**config.mk**
```make
export PLATFORM = sky130hd
export DESIGN_NAME = vram_port_arbiter
export DESIGN_NICKNAME = d
export VERILOG_FILES = /design/src/rtl/vram_port_arbiter.sv
export SDC_FILE = /design/constraint.sdc
export NUM_CORES = 1
export LEC_CHECK = 0
export CAP_MARGIN = 10
export CORE_ASPECT_RATIO = 0.6
export CORE_MARGIN = 2
export CORE_UTILIZATION = 41
export CTS_BUF_LIST = sky130_fd_sc_hd__clkbuf_2 sky130_fd_sc_hd__clkbuf_4 sky130_fd_sc_hd__clkbuf_8
export DETAILED_ROUTE_END_ITERATION = 16
export PLACE_DENSITY = 0.69
export SYNTH_ARGS = -nofsm -noshare
export SYNTH_HDL_FRONTEND = slang
export SYNTH_SLANG_ARGS = --single-unit
export TNS_END_PERCENT = 1
```
**constraint.sdc**
```tcl
create_clock -name Clk_CPU -period 5.41 [get_ports Clk_CPU]
set_input_delay 0.8115 -clock Clk_CPU [delete_from_list [all_inputs] [get_ports Clk_CPU]]
set_output_delay 0.8115 -clock Clk_CPU [all_outputs]
set_load 0.05 [all_outputs]
```
**src/rtl/vram_port_arbiter.sv**
```systemverilog
// Char_Ram port-A arbiter: single-cycle CPU character writes take priority over
// a background whole-screen fill engine; one registered port-A write per cycle.
module vram_port_arbiter #(
  parameter int COLS = 80,
  parameter int ROWS = 60
) (
  input  logic        Clk_CPU,
  input  logic        rst,
  input  logic        cpu_we,
  input  logic [13:0] cpu_addr_x_y,
  input  logic [10:0] cpu_data,
  input  logic        fill_start,
  input  logic        fill_abort,
  input  logic [10:0] fill_data,
  output logic        vram_we,
  output logic [12:0] vram_addr,
  output logic [10:0] vram_data,
  output logic        busy,
  output logic        fill_done,
  output logic        range_err
);

  localparam int          CELLS     = COLS * ROWS;
  localparam logic [12:0] LAST_ADDR = 13'(CELLS - 1);

  typedef enum logic {IDLE, FILL} state_t;

  state_t      state_reg, state_next;
  logic [12:0] count_reg, count_next;
  logic [10:0] word_reg, word_next;
  logic        we_next, done_next, err_next;
  logic [12:0] addr_next;
  logic [10:0] data_next;

  logic [7:0]  cpu_x;
  logic [5:0]  cpu_y;
  logic        cpu_in_range;
  logic [12:0] cpu_lin;

  assign cpu_x        = cpu_addr_x_y[7:0];
  assign cpu_y        = cpu_addr_x_y[13:8];
  assign cpu_in_range = (int'(cpu_x) < COLS) && (int'(cpu_y) < ROWS);
  // Full-width multiply, then keep the low 13 bits of the linear address.
  assign cpu_lin      = 13'(int'(cpu_y) * COLS + int'(cpu_x));

  assign busy = (state_reg == FILL);

  always_comb begin
    state_next = state_reg;
    count_next = count_reg;
    word_next  = word_reg;
    we_next    = 1'b0;
    addr_next  = vram_addr;
    data_next  = vram_data;
    done_next  = 1'b0;
    err_next   = range_err;

    if (cpu_we) begin
      if (cpu_in_range) begin
        we_next   = 1'b1;
        addr_next = cpu_lin;
        data_next = cpu_data;
      end else begin
        err_next = 1'b1;
      end
    end

    case (state_reg)
      IDLE: begin
        if (fill_start) begin
          word_next  = fill_data;
          count_next = '0;
          state_next = FILL;
        end
      end
      FILL: begin
        // Abort beats both a concurrent start and the fill slot of this cycle.
        if (fill_abort) begin
          state_next = IDLE;
          done_next  = 1'b1;
        end else if (!cpu_we) begin
          we_next   = 1'b1;
          addr_next = count_reg;
          data_next = word_reg;
          if (count_reg == LAST_ADDR) begin
            state_next = IDLE;
            done_next  = 1'b1;
          end else begin
            count_next = count_reg + 13'd1;
          end
        end
      end
      default: state_next = IDLE;
    endcase
  end

  always_ff @(posedge Clk_CPU or posedge rst) begin
    if (rst) begin
      state_reg <= IDLE;
      count_reg <= '0;
      word_reg  <= '0;
      vram_we   <= 1'b0;
      vram_addr <= '0;
      vram_data <= '0;
      fill_done <= 1'b0;
      range_err <= 1'b0;
    end else begin
      state_reg <= state_next;
      count_reg <= count_next;
      word_reg  <= word_next;
      vram_we   <= we_next;
      vram_addr <= addr_next;
      vram_data <= data_next;
      fill_done <= done_next;
      range_err <= err_next;
    end
  end

endmodule

```
# ---- Yosys cells after proc, flatten, opt, wreduce, memory -nomap -nowiden
# Index checks and enable logic that the tools add are counted.
dict set report classes {
  order_cmp 2
  eq_ne 5
  addsub 2
  bitwise_logic 2
  mul 1
  muxes 29
  reduce_logical 4
}
# op n
set op_table {}
lappend op_table {{13-bit 2-to-1 mux} 9}
lappend op_table {{11-bit 2-to-1 mux} 5}
lappend op_table {{13-bit one-hot mux with 2 select lines} 1}
lappend op_table {{13-bit by 1-bit adder with 13-bit output, second input constant} 1}
lappend op_table {{13-bit by 8-bit adder with 13-bit output} 1}
lappend op_table {{13-bit == test, second input constant} 1}
lappend op_table {{1-bit 2-to-1 mux} 13}
lappend op_table {{6-bit by 3-bit multiplier with 9-bit output, second input constant} 1}
lappend op_table {{8-bit by 7-bit < comparator with 1-bit output, second input constant} 1}
lappend op_table {{2-bit inequality test, second input constant} 4}
lappend op_table {{6-bit < comparator, second input constant} 1}
lappend op_table {{2-bit AND reduction} 2}
lappend op_table {{4-bit AND reduction} 1}
lappend op_table {{1-bit inverter} 2}
lappend op_table {{1-bit one-hot mux with 2 select lines} 1}
lappend op_table {{1-bit logical AND} 1}
dict set report totals {
  elab_cells 53
  inputBits 41
  reg_bits 52
  output_inout_bits 28
}

# ---- Logic depth before layout (Yosys ltp)
# Gate-level depths: netlist of run 1.
dict set report depth {
  ltp_word 7
  mapped_depth 8
  ltp_nobuf 8
}

# ---- Worst setup path after synthesis of run 1
# No wires, ideal clock.
dict set report synth_path {
  path_type {input to register}
  startpoint {in cpu_addr_x_y[9]}
  endpoint {reg vram_addr[11]}
  t_arrival_ns 2.527
  path_buffers 0
  setup_time_ns 0.137
  cell_stages 8
  t_required_ns 5.273
  slack_ns 2.746
  cell_sequence {ha_1 > ha_1 > fa_1 > xor2_1 > nand2_1 > nor4b_1 > xnor2_1 > a21oi_1}
}
dict set report synth_via {
  elab_chain_cells 7
  elab_cells_between_ends 9
  cone_classes {1 x add/sub; 1 x mul; 1 x order compare; 5 x mux; 1 x reduce/logical}
}
# item line_no
set synth_rtl {}
lappend synth_rtl {{start: declaration} 10} ;# input logic [13:0] cpu_addr_x_y,
lappend synth_rtl {{6-bit by 3-bit multiplier with 9-bit output / 6-bit < comparator (equally long branches)} {44, 42}}
lappend synth_rtl {{13-bit by 8-bit adder with 13-bit output / 1-bit logical AND (equally long branches)} {44, 42}}
lappend synth_rtl {{13-bit 2-to-1 mux *} 59} ;# if (cpu_in_range) begin
lappend synth_rtl {{13-bit 2-to-1 mux *} 58} ;# if (cpu_we) begin
lappend synth_rtl {{13-bit 2-to-1 mux} 81} ;# end else if (!cpu_we) begin
lappend synth_rtl {{13-bit 2-to-1 mux} 78} ;# if (fill_abort) begin
lappend synth_rtl {{13-bit 2-to-1 mux *} 68} ;# case (state_reg)
lappend synth_rtl {{net addr_next[11]} 32} ;# logic [12:0] addr_next;
lappend synth_rtl {{end signal: assignment} 112} ;# vram_addr <= addr_next;
lappend synth_rtl {{end: declaration} 16} ;# output logic [12:0] vram_addr,
# The timed path passes the listed nets; every way through them passes the cells marked *.
# A chain may end at the register's enable or synchronous reset.

# ---- Worst setup path in the final report of run 1
dict set report layout_path {
  startpoint {in fill_start}
  endpoint {reg count_reg[12]}
}
dict set report layout_via {
  elab_chain_cells 2
}
# item line_no
set layout_rtl {}
lappend layout_rtl {{start: declaration} 12} ;# input logic fill_start,
lappend layout_rtl {{2-bit inequality test (no line)} -}
lappend layout_rtl {{4-bit AND reduction (no line)} -}
lappend layout_rtl {{end signal: assignment} 109} ;# count_reg <= count_next;
lappend layout_rtl {{end: declaration} 29} ;# logic [12:0] count_reg, count_next;
# Every way passes these cells.

==> results of run 1 <==
-- layer usage --
layer,vias to the layer above,wire [µm],share of wire [%],GRT usage [%]
li1,1116,-,-,-
met1,1040,3410,54,29.8
met2,70,2540,40,26.9
met3,2,359,5.7,4.01
met4,0,24,0.38,3.04
met5,-,0,0,0
-- cells by family (layout without fill, tap and decap cells) --
kind of cell	after synthesis	after routing
AO/OA/AOI/OAI	57	57
XOR/XNOR	16	16
adder cells (fa/ha/maj)	15	15
buffers and inverters	17	85
flip-flops	52	52
AND/OR/NAND/NOR	123	123
-- layout by cell type, fill, tap and decap left out, types with 2 or more instances in the layout --
cell type / Yosys / routed
sky130_fd_sc_hd__buf_4: 0 / 2
sky130_fd_sc_hd__o221a_2: 2 / 2
sky130_fd_sc_hd__a31oi_1: 3 / 3
sky130_fd_sc_hd__ha_1: 13 / 13
sky130_fd_sc_hd__nor4_1: 2 / 2
sky130_fd_sc_hd__a22oi_1: 17 / 17
sky130_fd_sc_hd__and4_1: 2 / 2
sky130_fd_sc_hd__or3_1: 2 / 2
sky130_fd_sc_hd__fa_1: 2 / 2
sky130_fd_sc_hd__nor3_1: 4 / 4
sky130_fd_sc_hd__o21bai_1: 2 / 2
sky130_fd_sc_hd__and3_1: 2 / 2
sky130_fd_sc_hd__nor2_1: 15 / 15
sky130_fd_sc_hd__xnor2_1: 12 / 12
sky130_fd_sc_hd__nand4_1: 2 / 2
sky130_fd_sc_hd__nor3b_4: 1 / 2
sky130_fd_sc_hd__nand3_1: 5 / 5
sky130_fd_sc_hd__clkbuf_8: 0 / 5
sky130_fd_sc_hd__o21ai_0: 10 / 10
sky130_fd_sc_hd__a21o_1: 3 / 3
sky130_fd_sc_hd__inv_1: 7 / 6
sky130_fd_sc_hd__nand2_1: 78 / 78
sky130_fd_sc_hd__dfrtp_1: 52 / 52
sky130_fd_sc_hd__o211ai_1: 2 / 2
sky130_fd_sc_hd__o22ai_1: 4 / 4
sky130_fd_sc_hd__a21oi_1: 8 / 8
sky130_fd_sc_hd__a211oi_1: 2 / 2
sky130_fd_sc_hd__xor2_1: 4 / 4
sky130_fd_sc_hd__clkdlybuf4s50_1: 0 / 68
-- synth_stat cells, types with 2 or more instances --
master / number / share of area, %
sky130_fd_sc_hd__a21oi_1: 8 / 1.5
sky130_fd_sc_hd__buf_2: 2 / 0.37
sky130_fd_sc_hd__o21ai_0: 10 / 1.9
sky130_fd_sc_hd__or3_1: 2 / 0.46
sky130_fd_sc_hd__nand2_1: 78 / 11
sky130_fd_sc_hd__a21o_1: 3 / 0.84
sky130_fd_sc_hd__o211ai_1: 2 / 0.56
sky130_fd_sc_hd__and3_1: 2 / 0.46
sky130_fd_sc_hd__nor3_1: 4 / 0.74
sky130_fd_sc_hd__a211oi_1: 2 / 0.56
sky130_fd_sc_hd__o22ai_1: 4 / 0.93
sky130_fd_sc_hd__a31oi_1: 3 / 0.70
sky130_fd_sc_hd__xor2_1: 4 / 1.3
sky130_fd_sc_hd__inv_1: 7 / 0.98
sky130_fd_sc_hd__nor4_1: 2 / 0.46
sky130_fd_sc_hd__xnor2_1: 12 / 3.9
sky130_fd_sc_hd__buf_1: 2 / 0.28
sky130_fd_sc_hd__and4_1: 2 / 0.65
sky130_fd_sc_hd__nand3_1: 5 / 0.93
sky130_fd_sc_hd__nand4_1: 2 / 0.46
sky130_fd_sc_hd__fa_1: 2 / 1.5
sky130_fd_sc_hd__clkbuf_1: 6 / 0.84
sky130_fd_sc_hd__a22oi_1: 17 / 4.7
sky130_fd_sc_hd__ha_1: 13 / 6.0
sky130_fd_sc_hd__o21bai_1: 2 / 0.56
sky130_fd_sc_hd__o221a_2: 2 / 0.84
sky130_fd_sc_hd__nor2_1: 15 / 2.1
sky130_fd_sc_hd__dfrtp_1: 52 / 48
-- how the worst max path moves through the flow --
stage | start | endpoint | slack, ps | depth (start not counted)
detailed placement | fill_start | count_reg[12]$_DFFE_PP0P_ | 1910 | 6
global route | fill_start | count_reg[12]$_DFFE_PP0P_ | 2010 | 6
CTS | fill_start | count_reg[12]$_DFFE_PP0P_ | 2240 | 6
finish | fill_start | count_reg[12]$_DFFE_PP0P_ | 2220 | 6
floorplan | cpu_addr_x_y[9] | vram_addr[11]$_DFF_PP0_ | 2750 | 8
global placement | fill_start | count_reg[12]$_DFFE_PP0P_ | 2040 | 6
-- worst min-delay path, delay by kind of cell, from the launching register on --
family        cells  cell delay [ps]
flops             1              350
simple gates      2              100
-- area by class of cell --
class	count	share of cell area, %
multi-input cells	211	37.4
flip-flops and latches	52	36.4
repair buffers	70	19.5
well taps	84	2.94
clock buffers	5	1.92
clock inverters	3	1.19
inverters	7	0.735
-- power by group --
part           leakage [nW]  internal (mW)  switching (mW)
clock network        0.0541          0.137           0.123
registers             0.659          0.452          0.0399
logic                 0.874          0.163           0.284
==> flow_metrics.tcl, run 1 <==
set metrics [dict create \
    preCtsSetupSlack_ps 1910 \
    nets 403 \
    simple_logic_cell_fraction_of_the_synthesized_area_pct 22.2 \
    grt_pass1_vias 2185 \
    io-pin-count 69 \
    final-setup-viol-count 0 \
    port-buffer-count 68 \
    p_per_area_mw_per_mm2 335 \
    fin_worst_skew_ps 4.61 \
    grt_start_max_net_pins 53 \
    setup.reg_to_reg.worst_slack_ps 2790 \
    core_outline_area_mm2 0.00622 \
    first_iter_violations 95 \
    area_growth_pct 32.7 \
    reg2reg_from "busy$_DFF_PP0_" \
    setup_tns_ps 0 \
    drive_above_1_share_pct 5.75 \
    worst_r2r_path_depth 5 \
    num_antenna_cells 0 \
    synth_xor_area_share_pct 5.20 \
    maxClockFrequency_ghz 0.314 \
    post_synth_fa_ha_maj_area_fraction_pct 7.52 \
    avgRoutedWirePerCell_um 14.7 \
    ys_seq_area_share_pct 48.3 \
    die_area_mm2 0.00726 \
    placed_cell_area_mm2 0.00346 \
    synth_top_flop_cell "sky130_fd_sc_hd__dfrtp_1" \
    power.total_mw 1.20 \
    min_period_over_period_pct 58.9 \
    die_w_um 109 \
    worst_hold_startpoint "vram_data[7]$_DFF_PP0_" \
    timing.critical_path.buf_inv 1 \
    global_route.overflow_total 0 \
    detailedRoute.firstPassIterationCount 4 \
    worst_ir_drop_vdd_mv 0.182 \
    reg2reg_to "count_reg[12]$_DFFE_PP0P_" \
    multiInputGateArea_mm2 0.00134 \
    dp.final_hpwl_um 4710 \
    crit_chain "clkdlybuf4s50_1 > nor2b_2 > o2111ai_1 > nor4_1 > xnor2_1 > nor2_1" \
    yosys-mux-area-fraction_pct 0 \
    netlist_instances 280 \
    min_period_ps 3190 \
    timing.critical_path.max_delay_family "simple AND/OR/NAND/NOR gates" \
    ant_nets 0 \
    drv.max_cap_violation_count 0 \
    dr_total_vias 2228 \
    slew_of_the_pin_with_the_lowest_slew_margin_ps 1070 \
    detail_route.drc_violations 0 \
    synth_area_mm2 0.00270 \
    grt_antenna_before_repair 0 \
    area_taken_by_flip_flops_and_latches_mm2 0.00130 \
    clkSlewWorstSetupHoldPaths_ps 90 \
    critPathCaptureType "flip-flop" \
    post_cts.repair.setup_buffers 0 \
    yosys_warnings 0 \
    crit_type "in -> reg" \
    worstSkewPairLatency_ps 290 \
    gp_congestion 0.833 \
    timing_hold_violations_final 0 \
    crit_arrival_ps 3330 \
    dp.cells 424 \
    cts_max_path_buffers 2 \
    postSynthAreaPerCell_um2 9.63 \
    cts_inserted_buffers 5 \
    hold_end "vram_data[7]$_DFF_PP0_" \
    final_design_utilization_pct 57.5 \
    critical_path.slowest_cell "sky130_fd_sc_hd__nor2b_2" \
    hold_class "reg -> reg" \
    post_layout_nonfiller_instances 432 \
    slew_headroom_pct 28.2 \
    fp.dieH_um 66.8 \
    post_cts_resized 0 \
    synth_compound_gate_area_share_pct 14.3 \
    synthDistinctLibCells 43 \
    post-route-worst-setup-slack_ps 2220 \
    status "finished clean" \
    whs_path_depth 2 \
    grt_util_all_layers_pct 19.0 \
    numClockSinks 52 \
    power.static_leakage_nw 1.59 \
    crit_path_start_kind "input port" \
    wl_um 6340 \
    hold_ws_ps 481 \
    tritoncts "done" \
    num-fill-cells 583 \
    synth_async_reset_ratio_pct 100 \
    rows 22 \
    cp.required_ps 5550 \
    synth_top_family_by_area "simple AND/OR/NAND/NOR gates" \
    critical_path.max_fanout 25 \
    timing_max_transition_violations_final 0 \
    synth_nets 336 \
    synth.ff_latch_count 52 \
    clockRootBuffer "sky130_fd_sc_hd__clkbuf_8" \
    post_drt_via_cell_ratio 5.16 \
    htreeDepth 2 \
    final_design_area_no_fill_mm2 0.00358 \
    rsz0062_at_grt "no" \
    critical-path-max-stage-delay_ps 870 \
    grt_pass1_wl_um 10700 \
    initial_util_pct 43.3 \
    post_cts_hold_buffer_count 0 \
    synth_edf_count 0 \
]
Power figures use the tool's default switching activity.
==> run 2: changes to the inputs <==
--- a/config.mk
+++ b/config.mk
@@ -11,7 +11,7 @@
 export CORE_UTILIZATION = 41
 export CTS_BUF_LIST = sky130_fd_sc_hd__clkbuf_2 sky130_fd_sc_hd__clkbuf_4 sky130_fd_sc_hd__clkbuf_8
 export DETAILED_ROUTE_END_ITERATION = 16
-export PLACE_DENSITY = 0.69
+export PLACE_DENSITY = 0.72
 export SYNTH_ARGS = -nofsm -noshare
 export SYNTH_HDL_FRONTEND = slang
 export SYNTH_SLANG_ARGS = --single-unit
==> constraint.sdc (replaced) <==
create_clock -name Clk_CPU -period 2.9 [get_ports Clk_CPU]
set_input_delay 0.435 -clock Clk_CPU [delete_from_list [all_inputs] [get_ports Clk_CPU]]
set_output_delay 0.435 -clock Clk_CPU [all_outputs]
set_load 0.05 [all_outputs]
==> run 2 against run 1 <==
Hold slack worse by 2.3 ps; sequential share of layout area down 0.89 points; final cell count up 1.6%; non-clock buffer count up 8; critical path depth up 3.
==> flow_metrics.tcl, run 2 (synthesis gave the netlist of run 1 again) <==
set metrics [dict create \
    status "finished clean" \
    grt_util_all_layers_pct 20.2 \
    worstSkewPairLatency_ps 300 \
    num-fill-cells 565 \
    crit_arrival_ps 2710 \
    hold_class "reg -> reg" \
    ant_nets 0 \
    worst_ir_drop_vdd_mv 0.313 \
    area_taken_by_flip_flops_and_latches_mm2 0.00130 \
    critPathCaptureType "flip-flop" \
    drv.max_cap_violation_count 0 \
    fin_worst_skew_ps 5.57 \
    p_int_mw 1.50 \
    die_w_um 109 \
    power.total_mw 2.34 \
    power.clock.fraction_pct 24.4 \
    seq_power_share_pct 39.2 \
    detail_route.drc_violations 0 \
    p_per_area_mw_per_mm2 639 \
    maxClockFrequency_ghz 0.394 \
    post_layout_nonfiller_instances 439 \
    grt_pass1_wl_um 11200 \
    final-setup-viol-count 0 \
    min_period_ps 2540 \
    detailedRoute.firstPassIterationCount 4 \
    crit_path_start_kind "input port" \
    timing_hold_violations_final 0 \
    grt_start_max_net_pins 30 \
    final_design_utilization_pct 58.9 \
    dr_total_vias 2238 \
    avgRoutedWirePerCell_um 14.9 \
    post_cts_resized 0 \
    power.static_leakage_nw 1.64 \
    slew_of_the_pin_with_the_lowest_slew_margin_ps 638 \
    rsz0062_at_grt "no" \
    final_design_area_no_fill_mm2 0.00367 \
    most_common_cell_after_layout_fill_and_taps_aside "sky130_fd_sc_hd__nand2_1" \
    die_area_mm2 0.00726 \
    timing_max_transition_violations_final 0 \
    dp.cells 432 \
    core_outline_area_mm2 0.00622 \
    post_cts_hold_buffer_count 0 \
    critical_path.max_fanout 3 \
    initial_util_pct 43.3 \
    post_drt_via_cell_ratio 5.10 \
    htreeDepth 2 \
    cp.required_ps 3080 \
    wl_um 6540 \
    placed_cell_area_mm2 0.00354 \
    num_antenna_cells 0 \
    setup_tns_ps 0 \
    fp.dieH_um 66.8 \
    first_iter_violations 86 \
    multiInputGateArea_mm2 0.00134 \
    clockRootBuffer "sky130_fd_sc_hd__clkbuf_8" \
    grt_antenna_before_repair 0 \
    numClockSinks 52 \
    tritoncts "done" \
    port-buffer-count 68 \
    power_switching_share_pct 36.0 \
    clkSlewWorstSetupHoldPaths_ps 90 \
    gp_congestion 0.799 \
    power.switching_mw 0.842 \
    grt_pass1_vias 2247 \
    global_route.overflow_total 0 \
    crit_type "in -> reg" \
    rows 22 \
    post_cts.repair.setup_buffers 0 \
    slew_headroom_pct 57.4 \
    dp.final_hpwl_um 4990 \
    drive_above_1_share_pct 7.61 \
    cts_max_path_buffers 2 \
    comb_power_share_pct 36.4 \
    cts_inserted_buffers 5 \
    area_growth_pct 36.0 \
    nets 411 \
    layout.cells.most_common_list "sky130_fd_sc_hd__nand2_1, sky130_fd_sc_hd__clkdlybuf4s50_1, sky130_fd_sc_hd__dfrtp_1" \
    io-pin-count 69 \
    min_period_over_period_pct 87.4 \
]
## run 2: per-stage QoR
| step | hold slack [ps] | worst slack (ps) |
|---|---|---|
| after detailed placement | 461 | 44.1 |
| final | 479 | 364 |
| after CTS | 485 | 370 |
| after global placement | 459 | 102 |
| after global routing | 502 | 214 |
| after floorplan | 446 | 612 |
## run 2: per-layer routing
layer / vias to the layer above / GRT usage (%) / share of wire, %
met5: - / 0 / 0
met4: 0 / 3.85 / 0.69
met3: 7 / 5.28 / 6.2
met2: 61 / 28.7 / 40
met1: 1044 / 30.8 / 53
li1: 1126 / - / -
## run 2: power groups by stage
| stage | logic (mW) | clock network [mW] | registers, mW |
|---|---|---|---|
| 6_report | 0.852 | 0.572 | 0.919 |
| 3_5_place_dp | 0.855 | 0 | 0.932 |
| 3_3_place_gp | 0.844 | 0 | 0.929 |
| 2_1_floorplan | 0.238 | 0 | 1.22 |
| 5_1_grt | 0.917 | 0.606 | 0.936 |
| 4_1_cts | 0.857 | 0.584 | 0.920 |
## run 2: worst paths after layout
kind,to,start,slack [ps],cells past startpoint
setup / recovery,vram_addr[11]$_DFF_PP0_,cpu_addr_x_y[11],360,9
hold / removal,vram_addr[1]$_DFF_PP0_,vram_addr[1]$_DFF_PP0_,480,2
setup reg to reg,count_reg[12]$_DFFE_PP0P_,busy$_DFF_PP0_,850,5
hold reg to reg,vram_addr[1]$_DFF_PP0_,vram_addr[1]$_DFF_PP0_,480,2
max in group asynchronous,word_reg[7]$_DFFE_PP0P_,rst,1820,3
min in group asynchronous,vram_addr[2]$_DFF_PP0_,rst,540,2
## run 2: cell type report
cell class / count / share of cell area (%)
clock buffers: 5 / 1.88
clock inverters: 2 / 1.64
inverters: 7 / 0.717
multi-input cells: 211 / 36.5
flip-flops and latches: 52 / 35.5
well taps: 84 / 2.87
repair buffers: 78 / 21.0
## run 2: critical path, cell delays in order
cell                              delay [ps]
sky130_fd_sc_hd__clkdlybuf4s50_1         510
sky130_fd_sc_hd__ha_1                    250
sky130_fd_sc_hd__ha_1                    230
sky130_fd_sc_hd__fa_1                    400
sky130_fd_sc_hd__xor2_1                  190
sky130_fd_sc_hd__nand2_1                 100
sky130_fd_sc_hd__nor4b_1                 350
sky130_fd_sc_hd__xnor2_1                 170
sky130_fd_sc_hd__a21oi_1                  80
